--- config.mk ---
export PLATFORM = sky130hd
export DESIGN_NAME = mux4_rr_sched
export DESIGN_NICKNAME = d
export VERILOG_FILES = /design/src/rtl/mux4_rr_sched.sv
export SDC_FILE = /design/constraint.sdc
export NUM_CORES = 1
export LEC_CHECK = 0
export ABC_CLOCK_PERIOD_IN_PS = 4400
export CORE_MARGIN = 4
export CORE_UTILIZATION = 25
export CTS_CLUSTER_DIAMETER = 80
export DETAILED_ROUTE_END_ITERATION = 6
export HOLD_SLACK_MARGIN = 0.03
export SLEW_MARGIN = 20
export SYNTH_ARGS = -nofsm -noshare
export SYNTH_HDL_FRONTEND = slang
export SYNTH_SLANG_ARGS = --single-unit
--- constraint.sdc ---
create_clock -name clk -period 4.4 [get_ports clk]
set_input_delay 0.88 -clock clk [delete_from_list [all_inputs] [get_ports clk]]
set_output_delay 0.88 -clock clk [all_outputs]
set_load 0.02 [all_outputs]
--- src/rtl/mux4_rr_sched.sv ---
// Round-robin scheduler driving the select pins of a shared 4:1 mux.
// Each owner is capped at MAX_HOLD consecutive cycles.
// Grant, select, valid and owner-change outputs all come straight from flops.
module mux4_rr_sched #(
    parameter int unsigned MAX_HOLD = 4
) (
    input  logic       clk,
    input  logic       rst_n,
    input  logic [3:0] req,
    output logic [3:0] grant,
    output logic       sel1,
    output logic       sel0,
    output logic       valid,
    output logic       owner_changed
);

    localparam int unsigned NUM_SRC = 4;
    localparam int unsigned IDX_W   = 2;
    localparam int unsigned CNT_W   = 8;
    localparam logic [CNT_W-1:0] HOLD_LAST = CNT_W'(MAX_HOLD - 1);

    typedef enum logic {
        ST_IDLE,
        ST_GRANT
    } state_e;

    state_e             state_q, state_d;
    logic [IDX_W-1:0]   ptr_q, ptr_d;
    logic [CNT_W-1:0]   hold_cnt_q, hold_cnt_d;
    logic [NUM_SRC-1:0] grant_q, grant_d;
    logic [IDX_W-1:0]   sel_q, sel_d;
    logic               valid_q, valid_d;
    logic               chg_q, chg_d;

    logic               release_c;
    logic [IDX_W-1:0]   base_c;
    logic [IDX_W-1:0]   idx_c;
    logic               found_c;
    logic [IDX_W-1:0]   win_c;

    // Release the current owner when it drops its request or hits the hold cap
    assign release_c = (state_q == ST_GRANT) &&
                       (!req[sel_q] || (hold_cnt_q == HOLD_LAST));

    // A release searches from the slot after the owner, the same edge ptr moves there
    assign base_c = (state_q == ST_GRANT) ? (sel_q + IDX_W'(1)) : ptr_q;

    // Circular priority search starting at base_c
    always_comb begin
        found_c = 1'b0;
        win_c   = base_c;
        idx_c   = base_c;
        for (int unsigned k = 0; k < NUM_SRC; k++) begin
            idx_c = base_c + IDX_W'(k);
            if (!found_c && req[idx_c]) begin
                found_c = 1'b1;
                win_c   = idx_c;
            end
        end
    end

    // State and output registers
    always_ff @(posedge clk or negedge rst_n) begin
        if (!rst_n) begin
            state_q    <= ST_IDLE;
            ptr_q      <= '0;
            hold_cnt_q <= '0;
            grant_q    <= '0;
            sel_q      <= '0;
            valid_q    <= 1'b0;
            chg_q      <= 1'b0;
        end else begin
            state_q    <= state_d;
            ptr_q      <= ptr_d;
            hold_cnt_q <= hold_cnt_d;
            grant_q    <= grant_d;
            sel_q      <= sel_d;
            valid_q    <= valid_d;
            chg_q      <= chg_d;
        end
    end

    // Next-state and next-output logic
    always_comb begin
        state_d    = state_q;
        ptr_d      = ptr_q;
        hold_cnt_d = hold_cnt_q;
        grant_d    = grant_q;
        sel_d      = sel_q;
        valid_d    = valid_q;
        chg_d      = 1'b0;

        case (state_q)
            ST_IDLE: begin
                if (found_c) begin
                    state_d    = ST_GRANT;
                    grant_d    = NUM_SRC'(1) << win_c;
                    sel_d      = win_c;
                    valid_d    = 1'b1;
                    chg_d      = 1'b1;
                    hold_cnt_d = '0;
                end
            end
            ST_GRANT: begin
                if (release_c) begin
                    ptr_d      = sel_q + IDX_W'(1);
                    hold_cnt_d = '0;
                    if (found_c) begin
                        grant_d = NUM_SRC'(1) << win_c;
                        sel_d   = win_c;
                        valid_d = 1'b1;
                        chg_d   = (win_c != sel_q);
                    end else begin
                        state_d = ST_IDLE;
                        grant_d = '0;
                        valid_d = 1'b0;
                    end
                end else begin
                    hold_cnt_d = hold_cnt_q + CNT_W'(1);
                end
            end
            default: begin
                state_d = ST_IDLE;
                grant_d = '0;
                valid_d = 1'b0;
            end
        endcase
    end

    assign grant         = grant_q;
    assign sel1          = sel_q[1];
    assign sel0          = sel_q[0];
    assign valid         = valid_q;
    assign owner_changed = chg_q;

endmodule

==> metrics <==
total CTS buffers=3; first-pass GRT wire length=3822 um; DR top layer=met4; maxcap violations=0; FFs w/ async S/R, synth=100.0%; WL met2=1049 um; Routability Congestion=0.7517; share of power burned in the clock network=15.0%; most frequent cells in the layout=dfrtp_1 (19), clkdlybuf4s50_1 (13), nand2_1 (12), o21ai_0 (10), nor2_1 (8); Final Skew=0.005142 ns; run status=complete, no violations; actual slew at the worst max-slew pin=0.8510 ns; post-CTS sizing=0; placed insts=169; Pwr Density=635.7 nW/um^2; number of synthesized flops with an enable pin=0; largest net degree at the start of global routing=20; WL met1=1030 um; syn nets=118; YS warnings=0; Comb power frac=50.2%; Via density=4.873; VDD IR max=0.2986 mV; slowest CP cell=or4_1; Fin Hold WS=0.4864 ns; Initial Util=26.18%; Gate Count Post-Synth=111; Final Instance Area=1274 sq um; final hold violation count=0; WL met3=74 um; internal power=0.4799 mW; detailed-route via count=843; storage element area=475.5 sq um; Distinct cells, synth=39; RSZ-0062 raised after global routing=false; layout net count=131; register area share after synthesis=44.76%; reg2reg start=hold_cnt_q[5]; synth-to-layout area growth=19.91%; Clk pin slew, worst setup/hold paths=0.07 ns; Synth Flop Type=dfrtp_1; Root Buffer=clkbuf_8; share of layout cells above drive strength 1=10.57%; Detailed Place HPWL=1652 um; Hold Startpoint=hold_cnt_q[7]; CP Data Arrival Time=2.81 ns; Core Rows=23; wire per inst=12.54 um; number of global-route vias before repair=814; worst skew pair latency=0.25 ns; crit path kind=in -> reg; crit-path max cell delay=0.68 ns; CTS Hold Bufs=0; Antenna Cells=0; setup TNS=0 ns; CP Launch Type=input port; Post-Layout Cell Count=173; slew margin rel.=43.09%; cell leakage power=0.5252 nW; Setup-failing EPs final=0; CTS tree=done; Req. time, crit path=4.55 ns; worst-path fanout max=8; Routed Antenna Nets=0; synthesis-stage register bit count=19; Die ar.=5356 sq um; minimum clock period=2.659 ns; worst setup path startpoint=req[0]; commonest non-fill, non-tap cell in the layout=dfrtp_1; core outline area=4058 sq um; DR iter-0 viols=17; Slew Viols, Final=0; Min-Delay Path Class=reg -> reg; antenna violations before repair=0; maximum buffer depth of the clock tree=2; Die Wd=73.19 um; gr ovfl total=0; NetSw=0.3297 mW; Post-Route WL=2170 um; switching portion of total power=40.73%; I/O Buffers=13; Tot GR Track Use=9.112%; Avg Inst Size Synth=9.570 sq um; first-pass iteration count of the detailed router=4; Setup crit end kind=register; crit path cell chain=clkdlybuf4s50_1 > or4_1 > nor2_1 > o21ai_0 > o31ai_1; maximum clock rate=0.3760 GHz; multi-input logic area=545.5 sq um; clk sink count=19; Placed Area=1225 sq um; io pins=14; cell area after synthesis=1062 sq um; Remaining DRCs=0; H-Tree Depth=1; # fillers=409; post-CTS setup buffer count=0; post-route clock period utilization=60.44%; sequential share of power=34.8%; Die Height=73.19 um; utilization after layout=31.39%
==> path summary, 6_finish.rpt <==
path | cells past startpoint | slack (ns) | endpoint
worst min-delay path | 1 | 0.49 | hold_cnt_q[7]
min in group asynchronous | 1 | 1.11 | sel_q[0]
worst max register to register | 5 | 2.29 | grant[1]
worst max-delay path | 5 | 1.74 | hold_cnt_q[6]
max in group asynchronous | 1 | 2.76 | state_q
worst min register to register | 1 | 0.49 | hold_cnt_q[7]
==> synth_stat cells, drive strengths merged, types with 2 or more instances <==
cell	instances	area, sq um
dfrtp	19	475.5
and3	3	18.77
a21o	2	15.01
nor2	9	36.29
buf	4	26.27
nand3	6	35.03
a32o	2	20.02
o31ai	3	22.52
a21oi	2	10.01
a22o	2	17.52
or4	2	15.01
inv	3	11.26
xnor2	2	17.52
nand2b	4	32.53
nor3	2	15.01
nand2	14	57.55
o21ai	17	85.08
==> metrics by stage <==
step           power [mW]  setup WS [ns]
2_1_floorplan      0.5830          2.268
3_3_place_gp       0.6829          1.584
3_5_place_dp       0.6949          1.518
4_1_cts            0.8191          1.776
5_1_grt            0.8774          1.658
6_report           0.8097          1.741
==> power by group through the flow <==
stage,registers (mW),clock network [mW],logic (mW)
4_1_cts,0.282,0.126,0.411
3_3_place_gp,0.283,0,0.400
5_1_grt,0.292,0.135,0.450
6_report,0.282,0.121,0.407
2_1_floorplan,0.298,0,0.285
3_5_place_dp,0.283,0,0.412
==> registers in the layout (all words and copies together) (netlist names) <==
name	cells
grant	4
sel_q	2
hold_cnt_q	8
owner_changed	1
state_q	1
ptr_q	2
valid	1
==> layer usage <==
layer	up-vias	global-route usage [%]
li1	424	-
met3	2	1.928
met4	0	3.689
met2	15	14.20
met1	402	12.19
met5	-	0
==> cells by family after synthesis <==
group | synth area share, %
simple gates | 21.55
compound gates | 21.67
flops | 44.76
buf+inv | 3.886
xor+xnor | 2.474
mux | 4.475
fa+ha+maj | 1.178
==> critical path, delay by kind of cell <==
family / cells / cell delay, ns
AOI/OAI and AO/OA: 2 / 0.27
buffers and inverters: 1 / 0.52
and+or+nand+nor: 2 / 1.13
==> area by class of cell <==
cell class              count  share of cell area [%]
multi-input cells          84                   42.83
flip-flops and latches     19                   37.33
repair buffers             13                   10.22
well taps                  50                   4.912
clock buffers               3                   3.242
inverters                   3                  0.8841
clock inverters             1                  0.5894
(Power assumes the default switching activity.)
==> RTL edit (config.mk and constraints unchanged) <==
The localparam `CNT_W` goes from 8 to 9.
--- a/src/rtl/mux4_rr_sched.sv
+++ b/src/rtl/mux4_rr_sched.sv
@@ -17,5 +17,5 @@
     localparam int unsigned NUM_SRC = 4;
     localparam int unsigned IDX_W   = 2;
-    localparam int unsigned CNT_W   = 8;
+    localparam int unsigned CNT_W   = 9;
     localparam logic [CNT_W-1:0] HOLD_LAST = CNT_W'(MAX_HOLD - 1);
 
Function: same outputs for any inputs over 10 cycles, from zero or initial values and one cycle with rst_n low; that may be too few to reach the edited logic, so the function may still have changed.
==> RTL edit against the original RTL <==
  * Wire length rose by 20%
  * Critical path depth rose by 1
  * Final area rose by 9.7%
  * Via count rose by 7.2%
  * Hold slack improved by 0.010 ns
  * Synthesized cell count rose by 9.0%
  * Clock skew rose by 0.0012 ns
  * Fmax fell by 7.6%
  * Worst setup slack got worse by 0.22 ns
  * Final cell count rose by 6.4%
  * Sequential cell count rose by 1
  * Area after synthesis rose by 13%
  * Total power rose by 12%
  * Critical endpoint is now grant[0]$_DFFE_PN0P_
  * Largest cell class unchanged
  * Largest power group unchanged
  * Highest routed layer unchanged
==> RTL edit: results (changes against the original RTL) <==
[run_status]
outcome=completed

[power]
power.internal_mw=0.5592  ; +17%
leakagePower_nw=0.5837  ; +11%
worst_ir_drop_vdd_mv=0.1704  ; -43%

[synthesis]
synth_nets=128  ; +8.5%
synthTopCellsByCount=dfrtp_1, o21ai_0, nand2_1
synth.avg_cell_area_sq_um=9.906  ; +3.5%
synth.distinct_cells=43  ; +10%
ys_ff_latch=20  ; +1
synth-seq-area-share_pct=41.75  ; -3.0 points
synth.area.top_cells=dfrtp_1, o21ai_0, nand2_1, o21ai_1, nor2_1

[final_layout]
multi_input_area_share_pct=44.14  ; +1.3 points
nets=140  ; +6.9%
nMultiInputCombCells=90  ; +7.1%
clock_area_share_pct=5.103  ; +1.3 points
final_util_pct=31.03  ; -0.36 points
regArea_sq_um=500.5  ; +5.3%
bufAreaShareNonClock_pct=8.953  ; -1.3 points
seq_share_pct=35.81  ; -1.5 points
largest_reg_flops=9  ; +1
drive_gt1_share_pct=15.15  ; +4.6 points

[placed_design]
dp_slack_ns=1.276  ; -0.2425 ns
dp_cells=180  ; +6.5%
place_hpwl_mm=1.952  ; +18%
place_area_sq_um=1331  ; +8.7%
gp_congestion=0.8373  ; +11%

[detailed_routing]
routed_wl_mm=2.596  ; +20%
routedWlPerCell_um=14.11  ; +12%
dr.first_iter.drc_count=30  ; +13
vias=904  ; +7.2%

[timing]
clock_skew_ns=0.006382  ; +0.001240 ns
worst-slew-pin-transition_ns=0.6153  ; -0.2358 ns

[grt]
grt_usage_pct=9.120  ; about the same
grt_pass1_vias=918  ; +13%
grt_max_degree=21  ; +5.0%

[worst_setup_path]
critPathArrivalTime_ns=3.03  ; +0.22 ns
crit_fanout=17  ; +9

[clock_network]
insertion_delay_ns=0.26

RTL edit: changes by cell type in the layout (fill, tap and decap cells not counted), moves of 2 or more:
cell	delta
o31ai_1	-2
nand2_2	-2
o21ai_0	+4
nand3_1	-2
inv_1	+2
RTL edit: power by group through the flow:
stage	clock network, mW	logic (mW)	registers [mW]
floorplan	0	0.344	0.302
global placement	0	0.418	0.295
detailed placement	0	0.431	0.298
CTS	0.188	0.434	0.294
global route	0.196	0.475	0.303
finish	0.183	0.428	0.294
RTL edit: metal layers:
metal / routed length, um / global-route usage [%]
met1: 1142 / 11.05
met2: 1340 / 15.54
met3: 77 / 2.108
met4: 36 / 3.559
met5: 0 / 0
RTL edit: cell families after synthesis:
logic type / synth area share (%)
flip-flops: 41.75
AO/OA/AOI/OAI: 19.94
multiplexers: 5.949
AND/OR/NAND/NOR: 20.25
XOR/XNOR: 4.281
buffers and inverters: 6.784
adder cells (fa/ha/maj): 1.044
RTL edit: final timing paths:
kind | start | end | slack (ns) | cells past startpoint
setup / recovery | req[3] | grant[0]$_DFFE_PN0P_ | 1.52 | 6
hold / removal | grant[2]$_DFFE_PN0P_ | grant[2]$_DFFE_PN0P_ | 0.50 | 2
setup reg to reg | hold_cnt_q[0]$_DFFE_PN0P_ | grant[0]$_DFFE_PN0P_ | 2.01 | 6
hold reg to reg | grant[2]$_DFFE_PN0P_ | grant[2]$_DFFE_PN0P_ | 0.50 | 2
max in group asynchronous | rst_n | state_q$_DFF_PN0_ | 3.50 | 1
min in group asynchronous | rst_n | ptr_q[0]$_DFFE_PN0P_ | 0.57 | 1
RTL edit: critical path, stage by stage:
cell and delay [ns]:
clkdlybuf4s50_1 0.51, mux4_2 0.53, o21ai_2 0.09, or2_1 0.52
o21ai_1 0.25, a22o_1 0.24
